--- config.mk ---
export PLATFORM = sky130hd
export DESIGN_NAME = read_ctrl_sync_level
export DESIGN_NICKNAME = d
export VERILOG_FILES = /design/src/rtl/read_ctrl_sync_level.sv
export SDC_FILE = /design/constraint.sdc
export NUM_CORES = 1
export LEC_CHECK = 0
export BUFFER_PORTS_ARGS = -buffer_cell sky130_fd_sc_hd__buf_4
export CORE_MARGIN = 5
export CORE_UTILIZATION = 26
export DETAILED_ROUTE_END_ITERATION = 16
export GPL_ROUTABILITY_DRIVEN = 0
export GPL_TIMING_DRIVEN = 0
export PLACE_DENSITY = 0.43
export SLEW_MARGIN = 20
export SYNTH_ARGS = -nofsm -noshare
export SYNTH_HDL_FRONTEND = slang
export SYNTH_SLANG_ARGS = --single-unit
--- constraint.sdc ---
create_clock -name rclk -period 2.7 [get_ports rclk]
set_input_delay 0.54 -clock rclk [delete_from_list [all_inputs] [get_ports rclk]]
set_output_delay 0.54 -clock rclk [all_outputs]
set_load 0.005 [all_outputs]
--- src/rtl/read_ctrl_sync_level.sv ---
// read_ctrl_sync_level: FIFO read-side controller; syncs wptr_async into rclk, owns read pointers, drives rpop/raddr/rptr, registered rempty/ralmost_empty/rlevel and sticky runderflow
module read_ctrl_sync_level #(
  parameter int ADDRESS_SIZE = 4,
  parameter int SYNC_STAGES  = 2
) (
  input  logic                    rclk,
  input  logic                    rreset,
  input  logic [ADDRESS_SIZE:0]   wptr_async,
  input  logic                    rinc,
  input  logic [ADDRESS_SIZE:0]   ae_thresh,
  input  logic                    clr_underflow,
  output logic                    rpop,
  output logic [ADDRESS_SIZE-1:0] raddr,
  output logic [ADDRESS_SIZE:0]   rptr,
  output logic                    rempty,
  output logic                    ralmost_empty,
  output logic [ADDRESS_SIZE:0]   rlevel,
  output logic                    runderflow
);
  logic [ADDRESS_SIZE:0] sync_q [SYNC_STAGES];
  logic [ADDRESS_SIZE:0] wptr_sync, wbin_sync, rbin, rbin_next, rgray_next, level_next;
  assign wptr_sync = sync_q[SYNC_STAGES-1];
  for (genvar k = 0; k <= ADDRESS_SIZE; k++) begin : g2b
    assign wbin_sync[k] = ^wptr_sync[ADDRESS_SIZE:k];
  end
  assign rpop       = rinc & ~rempty;
  assign rbin_next  = rbin + {{ADDRESS_SIZE{1'b0}}, rpop};
  assign rgray_next = (rbin_next >> 1) ^ rbin_next;
  assign level_next = wbin_sync - rbin_next;
  assign raddr      = rbin[ADDRESS_SIZE-1:0];
  always_ff @(posedge rclk) begin
    if (rreset) begin
      for (int i = 0; i < SYNC_STAGES; i++) sync_q[i] <= '0;
      rbin          <= '0;
      rptr          <= '0;
      rempty        <= 1'b1;
      ralmost_empty <= 1'b1;
      rlevel        <= '0;
      runderflow    <= 1'b0;
    end else begin
      sync_q[0] <= wptr_async;
      for (int i = 1; i < SYNC_STAGES; i++) sync_q[i] <= sync_q[i-1];
      rbin          <= rbin_next;
      rptr          <= rgray_next;
      rempty        <= rgray_next == wptr_sync;
      ralmost_empty <= level_next <= ae_thresh;
      rlevel        <= level_next;
      runderflow    <= (rinc & rempty) | (runderflow & ~clr_underflow);
    end
  end
endmodule

==> results by group, run 1 <==
Outcome
  • Outcome: finished, violations left
  • Failing checks: negative setup slack

Synth
  • Top cell type's share of synthesized area: 0.430
  • Gate Count Post-Synth: 117
  • Largest family of logic cells by synthesized area: XOR/XNOR gates
  • Post-synthesis adder-cell area fraction: 0.115
  • Synth Area in Compound Gates: 0.0587
  • Mapped Area: 1260 um2
  • Simple-gate share of the synthesized area: 0.163
  • FF+latch count, synth: 27
  • Synth Warn #: 0
  • Post-synthesis sequential area ratio: 0.430
  • Syn Nets: 142
  • Xor/xnor cell area share of the yosys netlist: 0.197
  • Synthesized area per cell: 10.7 um2
  • Synth top area cells: dfxtp_1 43%, ha_1 10%, nor2b_1 7.5%
  • Yosys cell types: 27
  • Synth area leader: dfxtp_1
  • Mux cell area share after synthesis: 0

Power
  • Sw power: 253 uW
  • Sw Ratio: 0.266
  • Combinational fraction of design power: 0.294
  • Static Leak: 0.000817 uW
  • Internal power: 698 uW
  • VDD IR-drop max: 0.258 mV
  • Clock share of power: 0.237
  • Seq pwr share: 0.469
  • Pwr/cell area: 540 nW/um2

Clock tree
  • Clk sinks: 27
  • Root cell of the clock tree: clkbuf_8
  • Clock Path Buffers: 2
  • Total CTS buffers: 3
  • Clock Latency Late Sink: 0.27 ns
  • CTS tree: yes
  • Worst-path clk slew: 0.08 ns
  • H-tree levels: 1

STA
  • Hold Violations, Final: 0
  • Worst setup margin: -0.174 ns
  • Final worst path period share: 1.06
  • Unrepaired setup endpoints after global routing: true
  • # setup viols final: 1
  • Fin crit period: 2.87 ns
  • Clock skew: 0.00684 ns
  • F_max: 348 MHz
  • Max-slew violations: 0
  • Worst slew pin tran: 0.519 ns
  • Max-slew headroom: 0.654
  • Setup Total Neg Slack: -0.174 ns

Placement
  • DP Area: 1590 um2
  • # placed instances: 215
  • Placement Setup Slack: -0.541 ns
  • Dpl hpwl: 1860 um
  • Port Buffer Count: 31

Global routing
  • Total GRT Usage: 0.0838
  • Largest net degree at the start of global routing: 15
  • Overflow left after global routing: 0
  • Vias in the first global route: 908
  • First-pass GRT wire length: 4150 um
  • Initial antenna violation count: 0

Critical path
  • Setup crit end kind: flop
  • CP Data Arrival Time: 3.03 ns
  • Crit path from: rinc
  • Worst Setup EP: ralmost_empty
  • Max FO, Critical Path: 5
  • Startpoint types: input pin
  • Worst path slowest cell: ha_1
  • Worst path max stage delay: 0.32 ns
  • Crit path required time: 2.86 ns
  • R2R depth: 13
  • Reg2Reg Launch Point: sync_q[0][8]
  • Critical path type: in2reg
  • Crit path cell chain: buf_4 -> nor2b_4 -> and2_2 -> ha_2 -> xnor2_4 -> ha_1 -> a21o_1 -> a21oi_2 -> xnor2_2 -> ha_1 -> and3_1 -> a31oi_1 -> o21ai_1
  • Worst reg2reg setup slack: -0.16 ns
  • FF-to-FF End: ralmost_empty
  • Most Frequent Cell on Critical Path: ha_1

Final layout
  • Ant diodes: 0
  • Final non-filler cell area: 1760 um2
  • Nets: 186
  • Final Non-Filler Cells: 227
  • Layout cells sized above 1: 0.381
  • Syn-to-layout area delta: 40.0%

Detailed routing
  • Vias per inst: 3.89
  • DRC errors left: 0
  • ANT nets after route: 0
  • Total number of vias: 883
  • Initial DRC count: 16
  • DR pass1 iterations: 4
  • Drt wl/cell: 10.7 um
  • WL final: 2430 um

Floorplanning
  • Std-Cell Core Area: 4720 um2
  • Die width: 79.5 um
  • Io pins: 32
  • Initial core utilization: 0.266
  • Die area: 6330 um2
  • FP Rows: 25
  • Die H: 79.5 um

Hold path
  • Hold Crit Class: reg2reg

Run
  • Maximum capacitance violations: 0
## flip-flops by register name (all words and copies together) (netlist names)
register       cells
rptr               5
rlevel             5
rempty             1
runderflow         1
sync_q            10
ralmost_empty      1
rbin               4
## cells in the final DEF, fill, tap and decap left out, types with 2 or more instances in the layout
cell type / synthesis / layout
a21o_1: 2 / 2
a21oi_1: 3 / 2
buf_4: 0 / 39
clkbuf_1: 2 / 3
clkbuf_8: 0 / 3
dfxtp_1: 27 / 25
ha_1: 10 / 7
ha_2: 0 / 2
inv_1: 10 / 9
nor2_1: 11 / 11
nor2b_1: 15 / 15
o21a_1: 3 / 3
xnor2_1: 8 / 6
xnor2_2: 1 / 2
xor2_1: 9 / 7
xor2_2: 2 / 3
xor2_4: 1 / 2
## worst max-delay path: cells and delay by family
family | cells | cell delay (ns)
XOR/XNOR | 2 | 0.44
buffers and inverters | 1 | 0.11
AND/OR/NAND/NOR | 3 | 0.50
AO/OA/AOI/OAI | 4 | 0.62
adder cells (fa/ha/maj) | 3 | 0.80
## power groups by stage
stage | clock network [uW] | registers (uW) | logic [uW]
finish | 225 | 446 | 279
global route | 252 | 450 | 315
CTS | 240 | 446 | 275
detailed placement | 0 | 455 | 240
global placement | 0 | 455 | 237
floorplan | 0 | 457 | 145
## layout make-up
class | count | area, um2
fillers | 481 | 2960
well taps | 67 | 83.8
multi-input cells | 78 | 748
flip-flops and latches | 27 | 546
repair buffers | 39 | 293
clock buffers | 4 | 45.0
inverters | 10 | 37.5
plain buffers | 2 | 7.51
## timing repair
action | CTS | global route
hold buffers | 0 | 0
setup endpoints to repair | 1 | 1
pin swaps | 11 | 11
gates resized for setup | 9 | 3
buffers inserted | 6 | 2
## kinds of logic (layout without fill, tap and decap cells)
family / Yosys count / after routing
and+or+nand+nor: 34 / 34
DFF: 27 / 27
xor gates and xnor gates: 22 / 22
buffers and inverters: 12 / 55
adders and majority gates: 11 / 11
AOI/OAI and AO/OA: 11 / 11
## per-stage QoR
step / util / total power [uW] / hold slack (ns)
6_report: 0.373 / 950 / 0.440
5_1_grt: 0.373 / 1020 / 0.457
4_1_cts: 0.365 / 962 / 0.444
3_5_place_dp: 0.337 / 695 / 0.425
3_3_place_gp: 0.337 / 692 / 0.423
2_1_floorplan: - / 603 / 0.414
## cell usage after synthesis
master / n
xnor2_2: 1
a31oi_1: 1
o21a_1: 3
xor2_1: 9
xor2_4: 1
nor2b_1: 15
and2_1: 1
a21o_1: 2
o21ai_0: 1
nand2b_1: 1
fa_1: 1
nand3_1: 1
xnor2_1: 8
nand2_1: 1
xor2_2: 2
a21oi_1: 3
nor2_1: 11
a41o_1: 1
inv_1: 10
nor2b_4: 1
ha_1: 10
nand4_4: 1
and3_1: 1
and2_2: 1
clkbuf_1: 2
xnor3_1: 1
dfxtp_1: 27
## routing by layer
| layer | global-route usage | vias to the layer above | part of all wire |
|---|---|---|---|
| met3 | 0.0327 | 2 | 0.070 |
| met4 | 0.0223 | 0 | 0.0082 |
| met1 | 0.0975 | 408 | 0.41 |
| met5 | 0 | - | 0 |
| met2 | 0.143 | 23 | 0.51 |
| li1 | - | 450 | - |
## worst min-delay path by stage
stage / start / slack (ns) / end / depth (start not counted)
final: sync_q[0][4] / 0.44 / sync_q[0][9] / 1
after global routing: sync_q[0][4] / 0.46 / sync_q[0][9] / 1
after CTS: sync_q[0][4] / 0.44 / sync_q[0][9] / 1
after detailed placement: sync_q[0][4] / 0.42 / sync_q[0][9] / 1
after global placement: sync_q[0][0] / 0.42 / sync_q[0][5] / 1
after floorplan: sync_q[0][4] / 0.41 / sync_q[0][9] / 1
(Power assumes the default switching activity.)
==> inputs of run 2 (changes only) <==
--- a/config.mk
+++ b/config.mk
@@ -11,8 +11,10 @@
 export DETAILED_ROUTE_END_ITERATION = 16
 export GPL_ROUTABILITY_DRIVEN = 0
 export GPL_TIMING_DRIVEN = 0
-export PLACE_DENSITY = 0.43
+export HOLD_SLACK_MARGIN = 0.15
+export PLACE_DENSITY = 0.47
 export SLEW_MARGIN = 20
 export SYNTH_ARGS = -nofsm -noshare
 export SYNTH_HDL_FRONTEND = slang
 export SYNTH_SLANG_ARGS = --single-unit
+export TNS_END_PERCENT = 100
==> run 2 against run 1 <==
  * The flow still finishes with violations (negative setup slack)
  * Core utilization is 0.079 points lower
  * Register-to-register slack hardly changed
  * Hold slack better by 0.0020 ns
  * Setup slack better by 0.0011 ns
==> results by group, run 2 (synthesized netlist as in run 1, its figures left out) <==
Outcome
  • Outcome: finished, violations left
  • Failing checks: negative setup slack

Clock tree
  • Clock Latency Late Sink: 0.28 ns
  • H-tree levels: 1
  • Clk sinks: 27
  • Total CTS buffers: 3
  • Clock Path Buffers: 2
  • Worst-path clk slew: 0.10 ns
  • CTS tree: yes
  • Root cell of the clock tree: clkbuf_8

STA
  • Worst slew pin tran: 0.510 ns
  • Final worst path period share: 1.06
  • F_max: 348 MHz
  • Unrepaired setup endpoints after global routing: true
  • Max-slew violations: 0
  • Fin crit period: 2.87 ns
  • Hold Violations, Final: 0
  • Clock skew: 0.00583 ns
  • Setup Total Neg Slack: -0.173 ns
  • # setup viols final: 1
  • Max-slew headroom: 0.660
  • Worst setup margin: -0.173 ns

Global routing
  • Most Used Layer, Global Route: met2
  • Total GRT Usage: 0.0867
  • Initial antenna violation count: 0
  • First-pass GRT wire length: 4200 um
  • Largest net degree at the start of global routing: 17
  • Grt met3 use: 0.0271
  • Vias in the first global route: 927
  • Met1 Use GR: 0.0927
  • Met2 Use GR: 0.149
  • Overflow left after global routing: 0

Critical path
  • Startpoint types: flop
  • CP Data Arrival Time: 3.09 ns
  • FF-to-FF End: ralmost_empty
  • Max FO, Critical Path: 2
  • Crit path required time: 2.91 ns
  • R2R depth: 13
  • Critical path type: reg2reg
  • Worst reg2reg setup slack: -0.17 ns
  • Reg2Reg Launch Point: sync_q[0][8]
  • Setup crit end kind: flop

Detailed routing
  • WL final: 2420 um
  • DRC errors left: 0
  • Vias per inst: 3.91
  • Drt wl/cell: 10.7 um
  • Initial DRC count: 19
  • Total number of vias: 887
  • ANT nets after route: 0
  • DR pass1 iterations: 4

Power
  • VDD IR-drop max: 0.197 mV
  • Pwr/cell area: 545 nW/um2
  • Static Leak: 0.000813 uW

Final layout
  • Biggest register: sync_q
  • Most common cell after layout, fill and taps aside: buf_4
  • Reg area: 546 um2
  • Layout cells sized above 1: 0.381
  • Largest regs: sync_q (10), rlevel (5), rptr (5)
  • Max reg flops: 10
  • Syn-to-layout area delta: 39.7%
  • Nets: 186
  • Fillers: 474
  • Ant diodes: 0
  • Most frequent cells in the layout: 39 x buf_4, 25 x dfxtp_1, 15 x nor2b_1, 11 x nor2_1, 9 x inv_1
  • Multi-input gate area: 741 um2

Placement
  • Placement Setup Slack: -0.510 ns
  • Dpl hpwl: 1890 um
  • Port Buffer Count: 31

Floorplanning
  • Die width: 79.5 um
  • FP Rows: 25
  • Die H: 79.5 um
  • Initial core utilization: 0.266
  • Die area: 6330 um2
  • Std-Cell Core Area: 4720 um2
  • Io pins: 32

Run
  • Maximum capacitance violations: 0

Hold path
  • HP Start: sync_q[0][3]
  • Hold Crit Class: reg2reg
  • WHS Endpoint: sync_q[0][8]
  • Hold depth: 1
run 2: changes by cell type in the layout (fill, tap and decap cells not counted), sizes merged:
cell	previous run	this run
clkbuf	6	5
clkinvlp	0	1
run 2: per-stage QoR:
stage | hold WS (ns) | total power [uW] | util | cells | area [um2]
2_1_floorplan | 0.414 | 603 | - | 117 | 1270
3_3_place_gp | 0.421 | 690 | 0.337 | 215 | 1590
3_5_place_dp | 0.425 | 695 | 0.337 | 215 | 1590
4_1_cts | 0.446 | 978 | 0.367 | 226 | 1740
5_1_grt | 0.459 | 1020 | 0.372 | 227 | 1760
6_report | 0.443 | 958 | 0.372 | 227 | 1760
run 2: what timing repair did:
action,4_1_cts,5_1_grt
setup buffers,7,1
gates resized for setup,9,2
hold buffers,0,0
setup endpoints to repair,1,1
pin swaps,10,12
run 2: cell type report:
| cell class | count | area share |
|---|---|---|
| plain buffers | 2 | 0.00427 |
| clock buffers | 3 | 0.0235 |
| clock inverters | 1 | 0.00427 |
| inverters | 10 | 0.0214 |
| multi-input cells | 78 | 0.422 |
| flip-flops and latches | 27 | 0.311 |
| well taps | 67 | 0.0477 |
| repair buffers | 39 | 0.167 |
run 2: worst max-delay path by stage:
stage / start / end / slack, ns
final: sync_q[0][8] / ralmost_empty / -0.17
after global routing: sync_q[0][8] / ralmost_empty / -0.31
after CTS: sync_q[0][9] / ralmost_empty / -0.21
after detailed placement: rinc / ralmost_empty / -0.51
after global placement: rinc / ralmost_empty / -0.50
after floorplan: sync_q[0][9] / ralmost_empty / -0.17
run 2: worst max-delay path, stage by stage (launching register included):
cell and delay (ns):
dfxtp_2 0.36, xor2_4 0.19, xnor2_2 0.18, xor2_1 0.24, xor2_1 0.11, ha_2 0.20, fa_2 0.54, inv_2 0.05
ha_4 0.22, nor2b_1 0.12, o21a_1 0.16, o21a_1 0.16, o21a_1 0.16, o21ai_1 0.11
run 2: power by group:
group          switching [uW]  internal [uW]
logic                     115            159
registers                16.4            430
clock network             133            105
run 2: metal layers:
layer	vias to the layer above	wire length [um]	share of wire
met5	-	0	0
met4	0	68	0.028
met3	5	147	0.061
met2	21	1170	0.49
met1	408	1030	0.43
li1	453	-	-
